==> config.mk <==
export PLATFORM = sky130hd
export DESIGN_NAME = mix_column
export DESIGN_NICKNAME = d
export VERILOG_FILES = /design/src/rtl/mix_column.sv
export SDC_FILE = /design/constraint.sdc
export NUM_CORES = 1
export LEC_CHECK = 0
export CAP_MARGIN = 20
export CORE_MARGIN = 3
export CORE_UTILIZATION = 38
export DETAILED_ROUTE_END_ITERATION = 10
export PLACE_DENSITY = 0.75
export SYNTH_ARGS = -nofsm -noshare
export SYNTH_HDL_FRONTEND = slang
export SYNTH_SLANG_ARGS = --single-unit
==> constraint.sdc <==
create_clock -name ap_clk -period 3.69 [get_ports ap_clk]
set_input_delay 1.107 -clock ap_clk [delete_from_list [all_inputs] [get_ports ap_clk]]
set_output_delay 1.107 -clock ap_clk [all_outputs]
set_load 0.03 [all_outputs]
==> src/rtl/mix_column.sv <==
// AES MixColumns / InvMixColumns pass, run in place over the shared 32-entry statemt RAM.
// Latency: start accepted in cycle T, ap_done/ap_ready pulse in T+21, back in IDLE at T+22.
// Backpressure: none; ap_start is only sampled in IDLE and ignored while a pass is running.
//
// Ports:
//   ap_clk, ap_rst_n           clock (rising edge), async active-low reset
//   ap_start/done/idle/ready   block-level handshake, ap_ready == ap_done
//   mode                       0 = MixColumns, 1 = InvMixColumns (latched on start)
//   statemt_*0 / statemt_*1    two ports of a 1-cycle-latency dual-port RAM
//
// Build option: define MIX_COLUMN_INV_EN to include the inverse transform.
// Without it, mode is ignored and only the forward transform is built.
module mix_column #(
  parameter int ADDR_W = 5,
  parameter int DATA_W = 32
) (
  input  logic              ap_clk,
  input  logic              ap_rst_n,
  input  logic              ap_start,
  output logic              ap_done,
  output logic              ap_idle,
  output logic              ap_ready,
  input  logic              mode,
  output logic [ADDR_W-1:0] statemt_address0,
  output logic              statemt_ce0,
  output logic              statemt_we0,
  output logic [DATA_W-1:0] statemt_d0,
  input  logic [DATA_W-1:0] statemt_q0,
  output logic [ADDR_W-1:0] statemt_address1,
  output logic              statemt_ce1,
  output logic              statemt_we1,
  output logic [DATA_W-1:0] statemt_d1,
  input  logic [DATA_W-1:0] statemt_q1
);

  typedef enum logic [2:0] {IDLE, LOOP, RD1, CALC, WR0, WR1} state_t;

  state_t      state;
  logic [2:0]  j;
  logic [7:0]  s0, s1, s2, s3;
  logic [7:0]  r0, r1, r2, r3;
  logic        col_end;
  logic [ADDR_W-1:0] addr_row0, addr_row1, addr_row2, addr_row3;

  // Only the low byte of each RAM word carries state.
  logic unused_q_hi;
  assign unused_q_hi = ^{statemt_q0[DATA_W-1:8], statemt_q1[DATA_W-1:8]};

  function automatic logic [7:0] xtime(input logic [7:0] b);
    return {b[6:0], 1'b0} ^ (b[7] ? 8'h1b : 8'h00);
  endfunction

  // 2*a ^ 3*b ^ c ^ d
  function automatic logic [7:0] fwd_byte(input logic [7:0] a, input logic [7:0] b,
                                          input logic [7:0] c, input logic [7:0] d);
    return xtime(a) ^ xtime(b) ^ b ^ c ^ d;
  endfunction

`ifdef MIX_COLUMN_INV_EN
  logic mode_r;

  // 0E*a ^ 0B*b ^ 0D*c ^ 09*d, each product built from x2/x4/x8 partials.
  function automatic logic [7:0] inv_byte(input logic [7:0] a, input logic [7:0] b,
                                          input logic [7:0] c, input logic [7:0] d);
    logic [7:0] a2, a4, a8, b2, b4, b8, c2, c4, c8, d2, d4, d8;
    a2 = xtime(a); a4 = xtime(a2); a8 = xtime(a4);
    b2 = xtime(b); b4 = xtime(b2); b8 = xtime(b4);
    c2 = xtime(c); c4 = xtime(c2); c8 = xtime(c4);
    d2 = xtime(d); d4 = xtime(d2); d8 = xtime(d4);
    return (a8 ^ a4 ^ a2) ^ (b8 ^ b2 ^ b) ^ (c8 ^ c4 ^ c) ^ (d8 ^ d);
  endfunction

  assign r0 = mode_r ? inv_byte(s0, s1, s2, s3) : fwd_byte(s0, s1, s2, s3);
  assign r1 = mode_r ? inv_byte(s1, s2, s3, s0) : fwd_byte(s1, s2, s3, s0);
  assign r2 = mode_r ? inv_byte(s2, s3, s0, s1) : fwd_byte(s2, s3, s0, s1);
  assign r3 = mode_r ? inv_byte(s3, s0, s1, s2) : fwd_byte(s3, s0, s1, s2);
`else
  logic unused_mode;
  assign unused_mode = mode;

  assign r0 = fwd_byte(s0, s1, s2, s3);
  assign r1 = fwd_byte(s1, s2, s3, s0);
  assign r2 = fwd_byte(s2, s3, s0, s1);
  assign r3 = fwd_byte(s3, s0, s1, s2);
`endif

  // j reaches 4 after the last column; that LOOP visit ends the pass.
  assign col_end = (j == 3'd4);

  // Byte (row r, column j) lives at 4j+r; bit 4 of the address is always 0.
  assign addr_row0 = {{(ADDR_W-4){1'b0}}, j[1:0], 2'd0};
  assign addr_row1 = {{(ADDR_W-4){1'b0}}, j[1:0], 2'd1};
  assign addr_row2 = {{(ADDR_W-4){1'b0}}, j[1:0], 2'd2};
  assign addr_row3 = {{(ADDR_W-4){1'b0}}, j[1:0], 2'd3};

  always_ff @(posedge ap_clk or negedge ap_rst_n) begin
    if (!ap_rst_n) begin
      state <= IDLE;
      j     <= 3'd0;
      s0    <= 8'h00;
      s1    <= 8'h00;
      s2    <= 8'h00;
      s3    <= 8'h00;
`ifdef MIX_COLUMN_INV_EN
      mode_r <= 1'b0;
`endif
    end else begin
      case (state)
        IDLE: begin
          if (ap_start) begin
            j     <= 3'd0;
            state <= LOOP;
`ifdef MIX_COLUMN_INV_EN
            mode_r <= mode;
`endif
          end
        end
        LOOP: state <= col_end ? IDLE : RD1;
        // Rows 0/1 return now (read issued in LOOP); rows 2/3 are requested.
        RD1: begin
          s0    <= statemt_q0[7:0];
          s1    <= statemt_q1[7:0];
          state <= CALC;
        end
        // Whole column is held before any write, so no read-after-write hazard.
        CALC: begin
          s2    <= statemt_q0[7:0];
          s3    <= statemt_q1[7:0];
          state <= WR0;
        end
        WR0: state <= WR1;
        WR1: begin
          j     <= j + 3'd1;
          state <= LOOP;
        end
        default: state <= IDLE;
      endcase
    end
  end

  // RAM controls are decoded from the state register: the RAM samples them at
  // the end of the same cycle, so registering them would add a cycle per access.
  always_comb begin
    statemt_address0 = '0;
    statemt_address1 = '0;
    statemt_ce0      = 1'b0;
    statemt_ce1      = 1'b0;
    statemt_we0      = 1'b0;
    statemt_we1      = 1'b0;
    statemt_d0       = '0;
    statemt_d1       = '0;
    case (state)
      LOOP: begin
        if (!col_end) begin
          statemt_ce0      = 1'b1;
          statemt_ce1      = 1'b1;
          statemt_address0 = addr_row0;
          statemt_address1 = addr_row1;
        end
      end
      RD1: begin
        statemt_ce0      = 1'b1;
        statemt_ce1      = 1'b1;
        statemt_address0 = addr_row2;
        statemt_address1 = addr_row3;
      end
      WR0: begin
        statemt_ce0      = 1'b1;
        statemt_ce1      = 1'b1;
        statemt_we0      = 1'b1;
        statemt_we1      = 1'b1;
        statemt_address0 = addr_row0;
        statemt_address1 = addr_row1;
        statemt_d0       = {{(DATA_W-8){1'b0}}, r0};
        statemt_d1       = {{(DATA_W-8){1'b0}}, r1};
      end
      WR1: begin
        statemt_ce0      = 1'b1;
        statemt_ce1      = 1'b1;
        statemt_we0      = 1'b1;
        statemt_we1      = 1'b1;
        statemt_address0 = addr_row2;
        statemt_address1 = addr_row3;
        statemt_d0       = {{(DATA_W-8){1'b0}}, r2};
        statemt_d1       = {{(DATA_W-8){1'b0}}, r3};
      end
      default: ;
    endcase
  end

  assign ap_done  = (state == LOOP) && col_end;
  assign ap_ready = ap_done;
  assign ap_idle  = (state == IDLE);

endmodule

==> results by group, run 1 <==
Die
  • FP Rows: 32
  • Die Span Y: a little under 100 um
  • Core Region: 7890 um^2
  • Die area: approximately 9500 um^2
  • IO Count: approximately 150
  • Initial core utilization: about two fifths
  • Die X: a little under 100 um

Worst setup path
  • CP startpoint kind: flop
  • R2R Path End: s3[2]
  • Buffers and inverters on the worst path: 1
  • Number of stages on the worst setup path: 5
  • R2R depth: 3
  • Most used cell, CP: mux2i_1
  • Internal reg-to-reg setup slack: 2020 ps
  • CP Data Arrival Time: between 2000 and 2500 ps
  • Largest stage delay on the critical path: approximately 700 ps
  • Critical path type: reg -> out
  • Worst reg2reg startpoint: state[2]
  • CP Max Fanout: 6
  • Crit path required time: roughly 2600 ps
  • Cell family with the largest share of critical-path delay: buffers and inverters
  • Slowest cell on crit path: clkdlybuf4s50_1
  • Worst Setup End Kind: primary output
  • CP Cell Sequence: xnor2_2 -> xnor2_1 -> mux2i_1 -> mux2i_1 -> clkdlybuf4s50_1

Global routing
  • Largest net degree at the start of global routing: 39
  • Total GRT Usage: between 10 and 15%
  • Initial antenna violation count: 0
  • Vias in the first global route: ~2000
  • GR Overflow Total: 0
  • First-pass GRT wire length: 9710 um

STA
  • Final hold violation count: 0
  • Worst relative slew slack: between 60% and 70%
  • Min cycle time layout: 3560 ps
  • Setup-failing EPs final: 0
  • Final Cycle Share: a little over nine tenths
  • Pins Over Slew Limit: 0
  • RSZ-0062 raised after global routing: false
  • Fmax: ~0.28 GHz
  • Tightest Pin Transition: between 500 and 600 ps
  • Final setup TNS: 0 ps
  • Skew final: between 5 and 6 ps

Min path
  • Worst Hold End: j[1]
  • Hold Path Class: reg -> reg
  • Hold Startpoint: j[1]
  • Hold path cells: 2

Outcome
  • Outcome: completed

Layout
  • Fin nets: approximately 420
  • Layout cells sized above 1: between 10% and 20%
  • Fillers: roughly 740
  • # diodes: 0
  • Most frequent cells in the layout: xnor2_1, conb_1, clkdlybuf4s50_1
  • Area grow syn2layout: 14.1%
  • Commonest non-fill, non-tap cell in the layout: xnor2_1

Detailed routing
  • DR pass1 iterations: 4
  • DRC viols: 0
  • DR WL/cell: ~13 um
  • Final wirelength: a little over 6000 um
  • Initial DRC count: 68
  • Via density: between 4 and 5
  • Detail Route Antenna Nets: 0
  • Vias post-DR: approximately 2100

Clock network
  • TritonCTS Sinks: 38
  • CTS Hold Bufs: 0
  • Clk slew on worst S/H paths: roughly 80 ps
  • Num CTS Buffers: 5
  • Post-CTS setup buffers: 0
  • Root buf cell: clkbuf_8
  • CTS resizes: 0
  • CTS tree: done
  • Max H-tree Level: 2
  • Skew-Pair Late Insertion Delay: slightly below 300 ps
  • CTS max path bufs: 2

Synth
  • Post-synth top area share: between 30 and 40%
  • Syn. warnings: 0
  • Yosys cell types: 28
  • Sequential area share after synthesis: approximately 30%
  • Synth area leader: dfrtp_1
  • Top post-synthesis cells by area: dfrtp_1, xnor2_1, buf_4
  • Mapped cell area: 3160 um^2
  • Mean Syn Cell Area: roughly 10 um^2
  • Post-Syn Instances: slightly above 300
  • Synth Register Bits: 38

Place
  • Port-buffer cells: 48
  • RD Place Congestion: 0.872
  • DP Wirelength: roughly 4600 um

Job
  • Total of max-cap violations: 0
==> kinds of logic after synthesis <==
kind of cell             synth area share (%)
XOR/XNOR                                 31.5
buffers and inverters                    16.0
flip-flops                               30.1
AND/OR/NAND/NOR                          4.35
AO/OA/AOI/OAI                            5.14
adder cells (fa/ha/maj)                 0.791
other                                   0.119
multiplexers                             12.0
==> layout make-up <==
class	instances	area (um^2)	share of cell area, %
sequential	38	951	26.3
clock buffer	7	86.3	2.39
tap	102	128	3.54
multi-input combinational	247	1900	52.6
clock inverter	1	5.00	0.139
timing repair buffer	55	533	14.8
inverter	2	7.51	0.208
==> sequential cells by signal (all words and copies together) (netlist names) <==
signal  cells
s3          8
s1          8
state       3
s2          8
s0          8
j           3
==> worst register-to-register path, cell delays in order (launching register included) <==
cell      delay [ps]
dfrtp_1          380
buf_4            170
nand3b_2         560
mux2_2           450
==> metrics by stage <==
stage               util, %  setup slack, ps  instances  hold WS, ps  instance area, um^2
floorplan                 -              445        357          544                 3350
global placement       44.6              438        444          587                 3520
detailed placement     44.6              436        444          608                 3520
CTS                    45.8             99.8        452          621                 3610
global route           45.8             2.69        452          642                 3610
finish                 45.8              126        452          620                 3610
==> per-layer routing <==
layer | up-vias | GRT usage, % | share of wire (%)
li1 | 975 | - | -
met1 | 989 | 14.8 | 41
met2 | 83 | 22.8 | 52
met3 | 9 | 2.44 | 6.4
met4 | 0 | 3.41 | 1.2
met5 | - | 0 | 0
==> worst max-delay path by stage <==
stage / slack (ps) / start / to
2_1_floorplan: 450 / j[0] / ap_ready
6_report: 130 / s1[7] / statemt_d1[7]
5_1_grt: 3 / s1[7] / statemt_d1[7]
4_1_cts: 100 / s1[7] / statemt_d1[7]
3_5_place_dp: 440 / s1[7] / statemt_d1[7]
3_3_place_gp: 440 / s1[7] / statemt_d1[7]
==> Yosys cell counts <==
master	instances
a21oi_1	6
o21ai_0	2
nor2b_1	3
nor3_1	2
a21o_1	1
nand2_1	6
buf_4	60
nand3b_2	1
and2_1	2
buf_2	8
conb_1	1
dfrtp_1	38
xor2_2	3
clkbuf_1	2
nor4b_1	1
o22ai_1	16
xor2_1	19
nor3b_1	1
mux2_2	32
mux2i_1	2
ha_1	2
xnor2_2	5
xnor2_1	80
o21bai_1	2
inv_1	2
nor2_1	6
nand2b_1	3
nand3_1	1
Power of run 1 is left out: the tool's default activity adds up to more than one toggle a clock period on the data nets, which glitch-free logic cannot reach.
==> run 2, diff against run 1 <==
--- a/config.mk
+++ b/config.mk
@@ -9,7 +9,7 @@
 export CORE_MARGIN = 3
 export CORE_UTILIZATION = 38
 export DETAILED_ROUTE_END_ITERATION = 10
-export PLACE_DENSITY = 0.75
+export PLACE_DENSITY = 0.79
 export SYNTH_ARGS = -nofsm -noshare
 export SYNTH_HDL_FRONTEND = slang
 export SYNTH_SLANG_ARGS = --single-unit
==> results by group, run 2 (synthesized netlist as in run 1, its figures left out) <==
Die
  • Die X: 97.2 um (unchanged)
  • Die area: 9450 um^2 (unchanged)
  • Die Span Y: 97.2 um (unchanged)
  • IO Count: 149 (unchanged)
  • Core Region: 7890 um^2 (unchanged)
  • FP Rows: 32 (unchanged)
  • Initial core utilization: 40.1% (unchanged)

Detailed routing
  • Detail Route Antenna Nets: 0 (unchanged)
  • Initial DRC count: 64 (-5.9%)
  • DR pass1 iterations: 4 (unchanged)
  • DR WL/cell: 13.5 um (+0.49%)
  • DRC viols: 0 (unchanged)
  • Final wirelength: 6070 um (about the same)
  • Via density: 4.58 (+0.59%)
  • Vias post-DR: 2059 (+0.15%)

Global routing
  • Met3 Resource Use GR: 2.51% (+0.072 points)
  • GRT Max-Usage Layer: met2
  • GR Overflow Total: 0 (unchanged)
  • Vias in the first global route: 2079 (+3.6%)
  • Total GRT Usage: 12.8% (+0.35 points)
  • Met2 global-route usage: 22.9% (+0.11 points)
  • Met1 Use GR: 15.7% (+0.96 points)
  • First-pass GRT wire length: 10000 um (+3.3%)
  • Largest net degree at the start of global routing: 39 (unchanged)
  • Initial antenna violation count: 0 (unchanged)

Clock network
  • Skew-Pair Late Insertion Delay: 290 ps (about the same)
  • TritonCTS Sinks: 38 (unchanged)
  • Root buf cell: clkbuf_8
  • Num CTS Buffers: 5 (unchanged)
  • CTS tree: done
  • CTS Hold Bufs: 0 (unchanged)
  • Max H-tree Level: 2 (unchanged)
  • CTS max path bufs: 2 (unchanged)
  • Clk slew on worst S/H paths: 70 ps (about the same)
  • Post-CTS setup buffers: 0 (unchanged)

STA
  • Worst relative slew slack: 64.0% (+0.81 points)
  • Fmax: 0.286 GHz (+1.9%)
  • Tightest Pin Transition: 537 ps (-12.1 ps)
  • Skew final: 3.84 ps (-1.30 ps)
  • Final Cycle Share: 94.8% (-1.8 points)
  • Final setup TNS: 0 ps (unchanged)
  • RSZ-0062 raised after global routing: false
  • Min cycle time layout: 3500 ps (-66.8 ps)
  • Pins Over Slew Limit: 0 (unchanged)
  • Worst setup margin: 192 ps (+66.8 ps)
  • Setup-failing EPs final: 0 (unchanged)
  • Final hold violation count: 0 (unchanged)

Worst setup path
  • CP Max Fanout: 5 (-1)
  • Critical path type: reg -> out
  • Worst Setup End Kind: primary output
  • CP startpoint kind: flop
  • CP Data Arrival Time: 2390 ps (-70 ps)
  • Crit path required time: 2580 ps (about the same)

Place
  • Pre-CTS setup slack: 391 ps (-45.4 ps)
  • Placed Cells: 443 (-0.23%)
  • Port-buffer cells: 48 (unchanged)
  • DP Wirelength: 4660 um (+2.2%)
  • Placed inst area: 3510 um^2 (-0.21%)
  • RD Place Congestion: 0.821 (-5.8%)

Job
  • Total of max-cap violations: 0 (unchanged)

Layout
  • Area grow syn2layout: 13.5%
  • Post-Layout Inst Area: 3590 um^2 (-0.55%)
  • Layout cells sized above 1: 15.5% (-0.48 points)
  • Layout Cells excl Fill: 450 (-0.44%)
  • # diodes: 0 (unchanged)
  • Commonest non-fill, non-tap cell in the layout: xnor2_1
  • Fin nets: 418 (-0.24%)
  • Most frequent cells in the layout: xnor2_1, conb_1, clkdlybuf4s50_1

Outcome
  • Outcome: completed

Min path
  • Hold Path Class: reg -> reg
-- run 2: metrics by stage --
step           util [%]  hold slack, ps
5_1_grt            45.5             655
3_5_place_dp       44.5             614
4_1_cts            45.5             627
3_3_place_gp       44.5             585
6_report           45.5             629
2_1_floorplan         -             544
-- run 2: worst paths after layout --
path | startpoint | to | slack [ps] | cells after the start
setup / recovery | s3[7] | statemt_d1[7] | 190 | 5
hold / removal | s1[5] | s1[5] | 630 | 1
setup reg to reg | state[2] | s3[3] | 2020 | 3
hold reg to reg | s1[5] | s1[5] | 630 | 1
max in group asynchronous | ap_rst_n | s3[7] | 2110 | 2
min in group asynchronous | ap_rst_n | s2[1] | 1240 | 2
-- run 2: cell type report --
type / count / area [um^2]
clock buffers: 7 / 76.3
fillers: 734 / 4300
inverters: 2 / 7.51
multi-input cells: 247 / 1900
flip-flops and latches: 38 / 951
well taps: 102 / 128
repair buffers: 54 / 526
-- run 2: layer usage --
metal,vias up,share of wire [%]
met5,-,0
met4,0,1.1
met3,5,6.5
met2,81,50
met1,996,43
li1,977,-
-- run 2: critical path: stages (launching register included) --
cell             delay [ps]
dfrtp_1                 490
xnor2_2                 390
xnor2_1                 130
mux2i_1                 180
mux2i_1                 220
clkdlybuf4s50_1         690
-- run 2: what timing repair did --
action / in CTS / in global routing
endpoints found under the hold margin: 0 / 0
gates resized for setup: 0 / 1
endpoints found under the setup margin: 0 / 13
Power of run 2 is left out for the same reason.
==> run 3, diff against run 2 <==
--- a/config.mk
+++ b/config.mk
@@ -9,7 +9,7 @@
 export CORE_MARGIN = 3
 export CORE_UTILIZATION = 38
 export DETAILED_ROUTE_END_ITERATION = 10
-export PLACE_DENSITY = 0.79
+export PLACE_DENSITY = 0.82
 export SYNTH_ARGS = -nofsm -noshare
 export SYNTH_HDL_FRONTEND = slang
 export SYNTH_SLANG_ARGS = --single-unit
==> constraint.sdc (replaced) <==
create_clock -name ap_clk -period 3.1 [get_ports ap_clk]
set_input_delay 0.93 -clock ap_clk [delete_from_list [all_inputs] [get_ports ap_clk]]
set_output_delay 0.93 -clock ap_clk [all_outputs]
set_load 0.03 [all_outputs]
==> results by group, run 3 (synthesized netlist as in run 1, its figures left out) <==
Outcome
  • Outcome: completed

Detailed routing
  • DRC viols: 0 (unchanged)
  • Detail Route Antenna Nets: 0 (unchanged)
  • Final wirelength: 6310 um (+3.9%)
  • Initial DRC count: 55 (-14%)
  • DR WL/cell: 14.0 um (+3.9%)
  • Vias post-DR: 2060 (+0.049%)
  • DR pass1 iterations: 4 (unchanged)
  • Via density: 4.58 (about the same)

Place
  • Port-buffer cells: 48 (unchanged)
  • DP Wirelength: 4720 um (+1.4%)
  • RD Place Congestion: 0.780 (-5.0%)

Worst setup path
  • Critical path type: reg -> out
  • CP Data Arrival Time: 2020 ps (-370 ps)
  • Crit path required time: 2170 ps (-410 ps)
  • CP startpoint kind: flop
  • Worst Setup End Kind: primary output
  • CP Max Fanout: 11 (+6)

Layout
  • Most frequent cells in the layout: xnor2_1, conb_1, dfrtp_1
  • Multi-input logic area: 1930 um^2 (+1.6%)
  • Sequential Area: 951 um^2 (unchanged)
  • Commonest non-fill, non-tap cell in the layout: xnor2_1
  • Layout cells sized above 1: 21.8% (+6.3 points)
  • Fin nets: 417 (-0.24%)
  • Fillers: 741 (+0.95%)
  • # diodes: 0 (unchanged)
  • Area grow syn2layout: 14.2%
  • Fin util: 45.8% (+0.30 points)

STA
  • Fmax: ~0.34 GHz
  • Tightest Pin Transition: 863 ps (+326 ps)
  • Setup-failing EPs final: 0 (unchanged)
  • RSZ-0062 raised after global routing: false
  • Final hold violation count: 0 (unchanged)
  • Final setup TNS: 0 ps (unchanged)
  • Skew final: 5.52 ps (+1.68 ps)
  • Final Cycle Share: 95.3%
  • Min cycle time layout: 2950 ps
  • Worst relative slew slack: 42.5% (-22 points)
  • Pins Over Slew Limit: 0 (unchanged)

Die
  • FP Rows: 32 (unchanged)
  • IO Count: 149 (unchanged)
  • Die Span Y: 97.2 um (unchanged)
  • Die area: 9450 um^2 (unchanged)
  • Core Region: 7890 um^2 (unchanged)
  • Initial core utilization: 40.1% (unchanged)
  • Die X: 97.2 um (unchanged)

Clock network
  • TritonCTS Sinks: 38 (unchanged)
  • Skew-Pair Late Insertion Delay: 290 ps (about the same)
  • Num CTS Buffers: 5 (unchanged)
  • CTS tree: done
  • Max H-tree Level: 2 (unchanged)
  • Root buf cell: clkbuf_8
  • Clk slew on worst S/H paths: 80 ps (about the same)
  • Post-CTS setup buffers: 0 (unchanged)
  • CTS max path bufs: 2 (unchanged)
  • CTS Hold Bufs: 0 (unchanged)

Global routing
  • Met3 Resource Use GR: 2.80% (+0.29 points)
  • Vias in the first global route: 2024 (-2.6%)
  • Largest net degree at the start of global routing: 39 (unchanged)
  • GR Overflow Total: 0 (unchanged)
  • Met2 global-route usage: 23.7% (+0.85 points)
  • First-pass GRT wire length: 10100 um (+1.2%)
  • Total GRT Usage: 13.1% (+0.30 points)
  • Met1 Use GR: 15.8% (+0.12 points)
  • Initial antenna violation count: 0 (unchanged)
  • GRT Max-Usage Layer: met2

Min path
  • Hold Path Class: reg -> reg

Job
  • Total of max-cap violations: 0 (unchanged)
## run 3: critical path: stages (launching register included)
cell and delay [ps]:
dfrtp_1 500, nor2b_2 360, a21o_1 200, clkdlybuf4s50_1 680
## run 3: layout make-up
type	count	share of cell area (%)
multi-input combinational	247	53.5
sequential	38	26.3
timing repair buffer	53	13.9
tap	102	3.53
clock buffer	7	2.39
inverter	2	0.208
clock inverter	1	0.139
## run 3: through the flow
stage	setup slack (ps)	std cells	hold WS (ps)	cell area [um^2]
after detailed placement	61.1	442	601	3500
after global routing	5.26	450	646	3610
final	146	450	611	3610
after floorplan	32.5	357	544	3350
after CTS	27.7	450	621	3610
after global placement	80.0	442	570	3500
## run 3: worst paths after layout
path | startpoint | endpoint | slack [ps] | cells past startpoint
worst max-delay path | state[1] | statemt_address0[1] | 150 | 3
worst min-delay path | j[1] | j[1] | 610 | 2
worst max register to register | state[1] | s0[4] | 1400 | 3
worst min register to register | j[1] | j[1] | 610 | 2
max in group asynchronous | ap_rst_n | s2[6] | 1800 | 1
min in group asynchronous | ap_rst_n | s1[0] | 740 | 1
## run 3: what timing repair did
item,in CTS,in global routing
resized for setup,11,12
setup endpoints to repair,24,9
gates cloned,0,0
## run 3: per-layer routing
| layer | vias up | share of wire, % | routed length [um] |
|---|---|---|---|
| met5 | - | 0 | 0 |
| met4 | 0 | 1.6 | 98 |
| met3 | 9 | 6.5 | 409 |
| met2 | 86 | 50 | 3170 |
| met1 | 991 | 42 | 2630 |
| li1 | 974 | - | - |
Power of run 3 is left out for the same reason.
